--- config.mk ---
export PLATFORM = sky130hd
export DESIGN_NAME = pulse_monitor
export DESIGN_NICKNAME = d
export VERILOG_FILES = /design/src/rtl/pulse_monitor.sv
export SDC_FILE = /design/constraint.sdc
export NUM_CORES = 1
export LEC_CHECK = 0
export CORE_MARGIN = 2
export CORE_UTILIZATION = 40
export CTS_CLUSTER_DIAMETER = 60
export DETAILED_ROUTE_END_ITERATION = 6
export PLACE_DENSITY = 0.71
export SLEW_MARGIN = 15
export SYNTH_ARGS = -nofsm -noshare
export SYNTH_HDL_FRONTEND = slang
export SYNTH_SLANG_ARGS = --single-unit
--- constraint.sdc ---
create_clock -name clk -period 2.43 [get_ports clk]
set_input_delay 0.486 -clock clk [delete_from_list [all_inputs] [get_ports clk]]
set_output_delay 0.486 -clock clk [all_outputs]
set_load 0.03 [all_outputs]
--- src/rtl/pulse_monitor.sv ---
// Receive-side checker for a periodic single-cycle pulse train: measures pulse-to-pulse
// intervals against N +/- TOL, tracks lock, and counts pulses and errors.
module pulse_monitor #(
  parameter int N        = 10,
  parameter int TOL      = 0,
  parameter int LOCK_CNT = 4,
  parameter int W        = 8
) (
  input  logic         clk,
  input  logic         rst,
  input  logic         pulse_in,
  output logic [W-1:0] interval,
  output logic [W-1:0] pulse_count,
  output logic [W-1:0] err_count,
  output logic         locked,
  output logic         err,
  output logic         timeout
);

  typedef enum logic [1:0] {IDLE, ACQUIRE, LOCKED} state_t;

  localparam logic [W-1:0] LO      = W'(N - TOL);
  localparam logic [W-1:0] HI      = W'(N + TOL);
  localparam logic [W-1:0] MAX     = '1;
  localparam logic [3:0]   RUN_TOP = 4'(LOCK_CNT - 1);

  state_t         state;
  logic [W-1:0]   cnt;
  logic [3:0]     good_run;

  function automatic logic [W-1:0] sat_inc(input logic [W-1:0] v);
    return (v == MAX) ? v : v + W'(1);
  endfunction

  function automatic logic in_range(input logic [W-1:0] v);
    return (v >= LO) && (v <= HI);
  endfunction

  always_ff @(posedge clk) begin
    if (rst) begin
      state       <= IDLE;
      cnt         <= '0;
      good_run    <= '0;
      interval    <= '0;
      pulse_count <= '0;
      err_count   <= '0;
      locked      <= 1'b0;
      err         <= 1'b0;
      timeout     <= 1'b0;
    end else begin
      err     <= 1'b0;
      timeout <= 1'b0;
      cnt     <= pulse_in ? W'(1) : sat_inc(cnt);
      if (pulse_in)
        pulse_count <= pulse_count + W'(1);

      case (state)
        IDLE: begin
          // First pulse only starts the measurement; nothing to compare against yet.
          if (pulse_in)
            state <= ACQUIRE;
        end
        default: begin
          if (pulse_in) begin
            interval <= cnt;
            if (in_range(cnt)) begin
              if (state == ACQUIRE) begin
                if (good_run == RUN_TOP) begin
                  state    <= LOCKED;
                  locked   <= 1'b1;
                  good_run <= '0;
                end else begin
                  good_run <= good_run + 4'd1;
                end
              end
            end else begin
              err       <= 1'b1;
              err_count <= sat_inc(err_count);
              good_run  <= '0;
              state     <= ACQUIRE;
              locked    <= 1'b0;
            end
          end else if (cnt == HI) begin
            // Pulse overdue: drop back so the next pulse is treated as a fresh first pulse.
            err       <= 1'b1;
            timeout   <= 1'b1;
            err_count <= sat_inc(err_count);
            good_run  <= '0;
            state     <= IDLE;
            locked    <= 1'b0;
          end
        end
      endcase
    end
  end

endmodule
**Word-level counts from Yosys, hierarchy flattened**

Index checks and enable logic that the tools add are counted.
Widths: inputs -> output; s select.

- Shift operators: 0
- Mux-type cells: 26
- Multiply operators: 0
- Bitwise logic cells: 1
- Divide/modulo/power cells: 0
- Order comparisons: 2
- $add $sub $neg: 4
- Reduce and logical (&&, ||, !) cells: 11
- Equal/unequal tests: 12

Operator list:

| kind | count |
|---|---|
| $mux 8 | 4 |
| $add 8x1->8 const B | 3 |
| $mux 4 | 5 |
| $eq 8x8->1 const B | 2 |
| $mux 2 | 7 |
| $mux 1 | 10 |
| $eq 8x4->1 const B | 1 |
| $ge 8x4->1 const B | 1 |
| $le 8x4->1 const B | 1 |
| $ne 4x2->1 const B | 2 |
| $reduce_and 4->1 | 2 |
| $ne 2x2->1 const B | 3 |
| $ne 3x2->1 const B | 2 |
| $reduce_and 3->1 | 2 |
| $add 4x1->4 const B | 1 |
| $eq 4x2->1 const B | 1 |
| $reduce_or 2->1 | 2 |
| $reduce_or 3->1 | 1 |
| $eq 2x1->1 const B | 1 |
| $logic_not 2->1 | 1 |
| $reduce_and 2->1 | 1 |
| $reduce_bool 2->1 | 1 |
| $logic_and 1x1->1 | 1 |
| $not 1->1 | 1 |

- Register bits: 41
- Input bits: 3
- Memories: 0
- Output and inout port bits: 27
- Bits in latches: 0
- Memory bits (read-only): 0
- RAM bits: 0
- Logic and storage cells: 66

**Longest topological paths before layout**

- Word-level depth: 6
- Gate-level depth with buffers: 8
- Depth with buffers taken out: 7

**Worst setup path before layout**

Ideal clock, no wire load.

- Path kind: register to register
- From: register cnt[0]
- To: register err_count[3]
- Arrival time: 1,786 ps
- Stages on the path, launching flop included: 9
- Slack: 573 ps
- Clock period less this slack: 1,857 ps
- Buffers on the path: 1
- Data required time: 2,359 ps
- Library setup time: 71 ps
- Path through: dfxtp_1 > inv_1 > ha_1 > nand4bb_4 > nor4_4 > mux2i_1 > buf_6 > or3_1 > a21oi_1

- Cells in the longest elaborated chain, start to end: 4
- Elaborated cells between the ends (all ways): 7
- Those cells by class: 2 x order compare; 2 x eq/ne; 3 x reduce/logical

RTL lines:

| item | RTL line | text |
|---|---|---|
| start: declaration | 28 | `logic [W-1:0] cnt;` |
| start signal: assignment | 53 | `cnt <= pulse_in ? W'(1) : sat_inc(cnt);` |
| $ge 8x4->1 / $le 8x4->1 (equally long branches) | 36 | `return (v >= LO) && (v <= HI);` |
| $logic_and 1x1->1 | 36 |  |
| $ne 2x2->1 (no source line) | -- |  |
| $reduce_and 3->1 (no source line) (*) | -- |  |
| end signal: assignment | 78 | `err_count <= sat_inc(err_count);` |
| end signal: assignment | 87 | `err_count <= sat_inc(err_count);` |
| end: declaration | 14 | `output logic [W-1:0] err_count,` |

Every way passes the cells marked *; elsewhere a longest branch is shown, timed or not.
A chain may end at the register's enable or synchronous reset.

**Final worst setup path**

Same ends and word-level chain as after synthesis.

==> results.cfg <==
[sta]
min_period_ps = 2030
slew_viol_final = 0
hold_violations = 0
fin_crit_sh = 0.836
setup_slack_ps = 398
rsz0062_at_grt = false
setup_viol = 0
fmaxAchievable_mhz = 492
skew_ps = 12.0
finalSetupTns_ps = 0
maxSlewHeadroom = 0.664
tightest_slew_ps = 503

[grt]
grt_pass1_vias = 1456
grt_start_max_net_pins = 16
grt_first_pass_wirelength_um = 6530
antenna_found_initial = 0
grt-ovfl-total = 0
grt_util_all_layers = 0.158

[floorplan]
dieArea_um2 = 5220
rows = 24
core_region_area_um2 = 4410
ios = 30
die_y_um = 72.3
start_util = 0.422
die_w_um = 72.3

[cells_and_area]
nets = 252
drive_above_1_share = 0.0816
antenna_cells = 0
final_common_cell = dfxtp_1
layout_common_cells = 41 x dfxtp_1, 30 x nor2_1, 29 x clkdlybuf4s50_1
final_area_um2 = 2310
area_delta_synth_final_pct = 23.7

[power]
leakagePower_nw = 0.851
ir_drop_uv = 460
power_density_nw_per_um2 = 528
finalPower_mw = 1.22

[clock_tree]
cts_tree = done
cts_setup_buffers = 0
cts_made_buffers = 5
cts-root-buf = clkbuf_8
clock_sinks = 41
cts_resized = 0
clk_pin_slew_worst_paths_ps = 80
hold_buffers = 0
cts_buffer_depth = 2
clock_latency_ps = 290
h-tree-depth = 2

[synth]
synth_warnings = 0
synthDominantCellAreaShare = 0.440
syn_nets = 219
yosysSeqAreaShare = 0.440
synth_area_leader_cell = dfxtp_1
synth_edf_count = 0
syn_area_um2 = 1860
synthFlopType = dfxtp_1
synth.distinct_cells = 40
synth_area_leaders = dfxtp_1 44%, nor2_1 6.0%, mux2i_1 4.8%
synthCells = 211
ys_ff_latch = 41
synth.avg_cell_area_um2 = 8.84
ys_async_sr_fraction = 0

[setup_path]
crit_type = flip-flop to flip-flop
slowest_stage = dfxtp_1
crit_arrival_ps = 2250
critPathCaptureType = flip-flop
cp_max_fo = 11
path_cells = inv_1 -> ha_1 -> nand4bb_4 -> nor4_4 -> mux2i_1 -> buf_4 -> or3_1 -> a21oi_1
worst_path_dominant_cell_family = simple AND/OR/NAND/NOR gates
crit_buf_inv = 2
start_kind = flip-flop
worstPathRequired_ps = 2640
cpPeakStageDelay_ps = 340

[drt]
vias = 1578
ant_nets = 0
dr.pass1.iters = 4
drt_iter0_drc = 46
drt-vias-per-instance = 5.31
routedWlPerCell_um = 12.8
drc_errors = 0
wl_um = 3800

[place]
place_area_um2 = 2220
dp_hpwl_um = 2650
io_buffers = 29
place.gp.congestion = 0.818
place_ws_ps = 326

[hold_path]
min_path_type = flip-flop to flip-flop

[run_status]
status = completed

[job]
drv_cap = 0
-- Yosys cell counts, drive strengths merged (2+ instances only) --
master	n
or3	7
nand4	9
nand2	9
o31ai	2
a21oi	13
dfxtp	41
xnor2	3
a211oi	3
ha	5
xor2	6
and3	4
clkbuf	7
inv	7
nand3	7
a22oi	2
o21ai	15
and2	4
buf	2
nor2	30
a31oi	4
nor3	4
nand2b	5
mux2i	9
-- state kept, by name (all words and copies together), names as in the netlist --
signal,count
state,2
interval,8
err,1
pulse_count,8
cnt,8
good_run,4
timeout,1
locked,1
err_count,8
-- path summary, 6_finish.rpt --
path / start / to / slack, ps / cells past startpoint
worst max-delay path: cnt[0] / err_count[3] / 400 / 8
worst min-delay path: locked / locked / 460 / 2
worst min register to register: locked / locked / 460 / 2
worst max register to register: cnt[0] / err_count[3] / 400 / 8
-- kinds of logic after synthesis --
| group | share of synthesized area |
|---|---|
| compound gates | 0.130 |
| buf+inv | 0.0362 |
| xor+xnor | 0.0423 |
| fa+ha+maj | 0.0336 |
| mux | 0.0544 |
| flops | 0.440 |
| simple gates | 0.264 |
-- metrics by stage --
stage | utilization | hold slack [ps] | cells
finish | 0.522 | 460 | 297
global route | 0.522 | 492 | 297
CTS | 0.522 | 467 | 297
detailed placement | 0.504 | 457 | 289
global placement | 0.504 | 453 | 289
floorplan | - | 468 | 211
-- power breakdown --
group | internal, mW | total, mW | switching [mW]
Clock | 0.199 | 0.430 | 0.231
Sequential | 0.681 | 0.693 | 0.0118
Combinational | 0.0391 | 0.0939 | 0.0548
-- worst reg2reg max path, cell delays in order (launching register included) --
cell	delay, ps
dfxtp_1	340
inv_1	120
ha_1	200
nand4bb_4	120
nor4_4	340
mux2i_1	160
buf_4	190
or3_1	340
a21oi_1	140
-- metal layers --
metal / wire length, µm / vias up / global-route usage / part of all wire
li1: - / 819 / - / -
met1: 1860 / 727 / 0.209 / 0.49
met2: 1750 / 25 / 0.245 / 0.46
met3: 119 / 7 / 0.0444 / 0.031
met4: 67 / 0 / 0.0629 / 0.018
met5: 0 / - / 0 / 0
-- layout make-up --
| type | count | area (µm²) |
|---|---|---|
| timing repair buffer | 35 | 335 |
| sequential | 41 | 821 |
| inverter | 7 | 26.3 |
| multi-input combinational | 154 | 976 |
| clock inverter | 2 | 10.0 |
| clock buffer | 6 | 72.6 |
| tap | 52 | 65.1 |
| fill | 409 | 2110 |
Note: power is estimated with default switching activity, not from simulation.
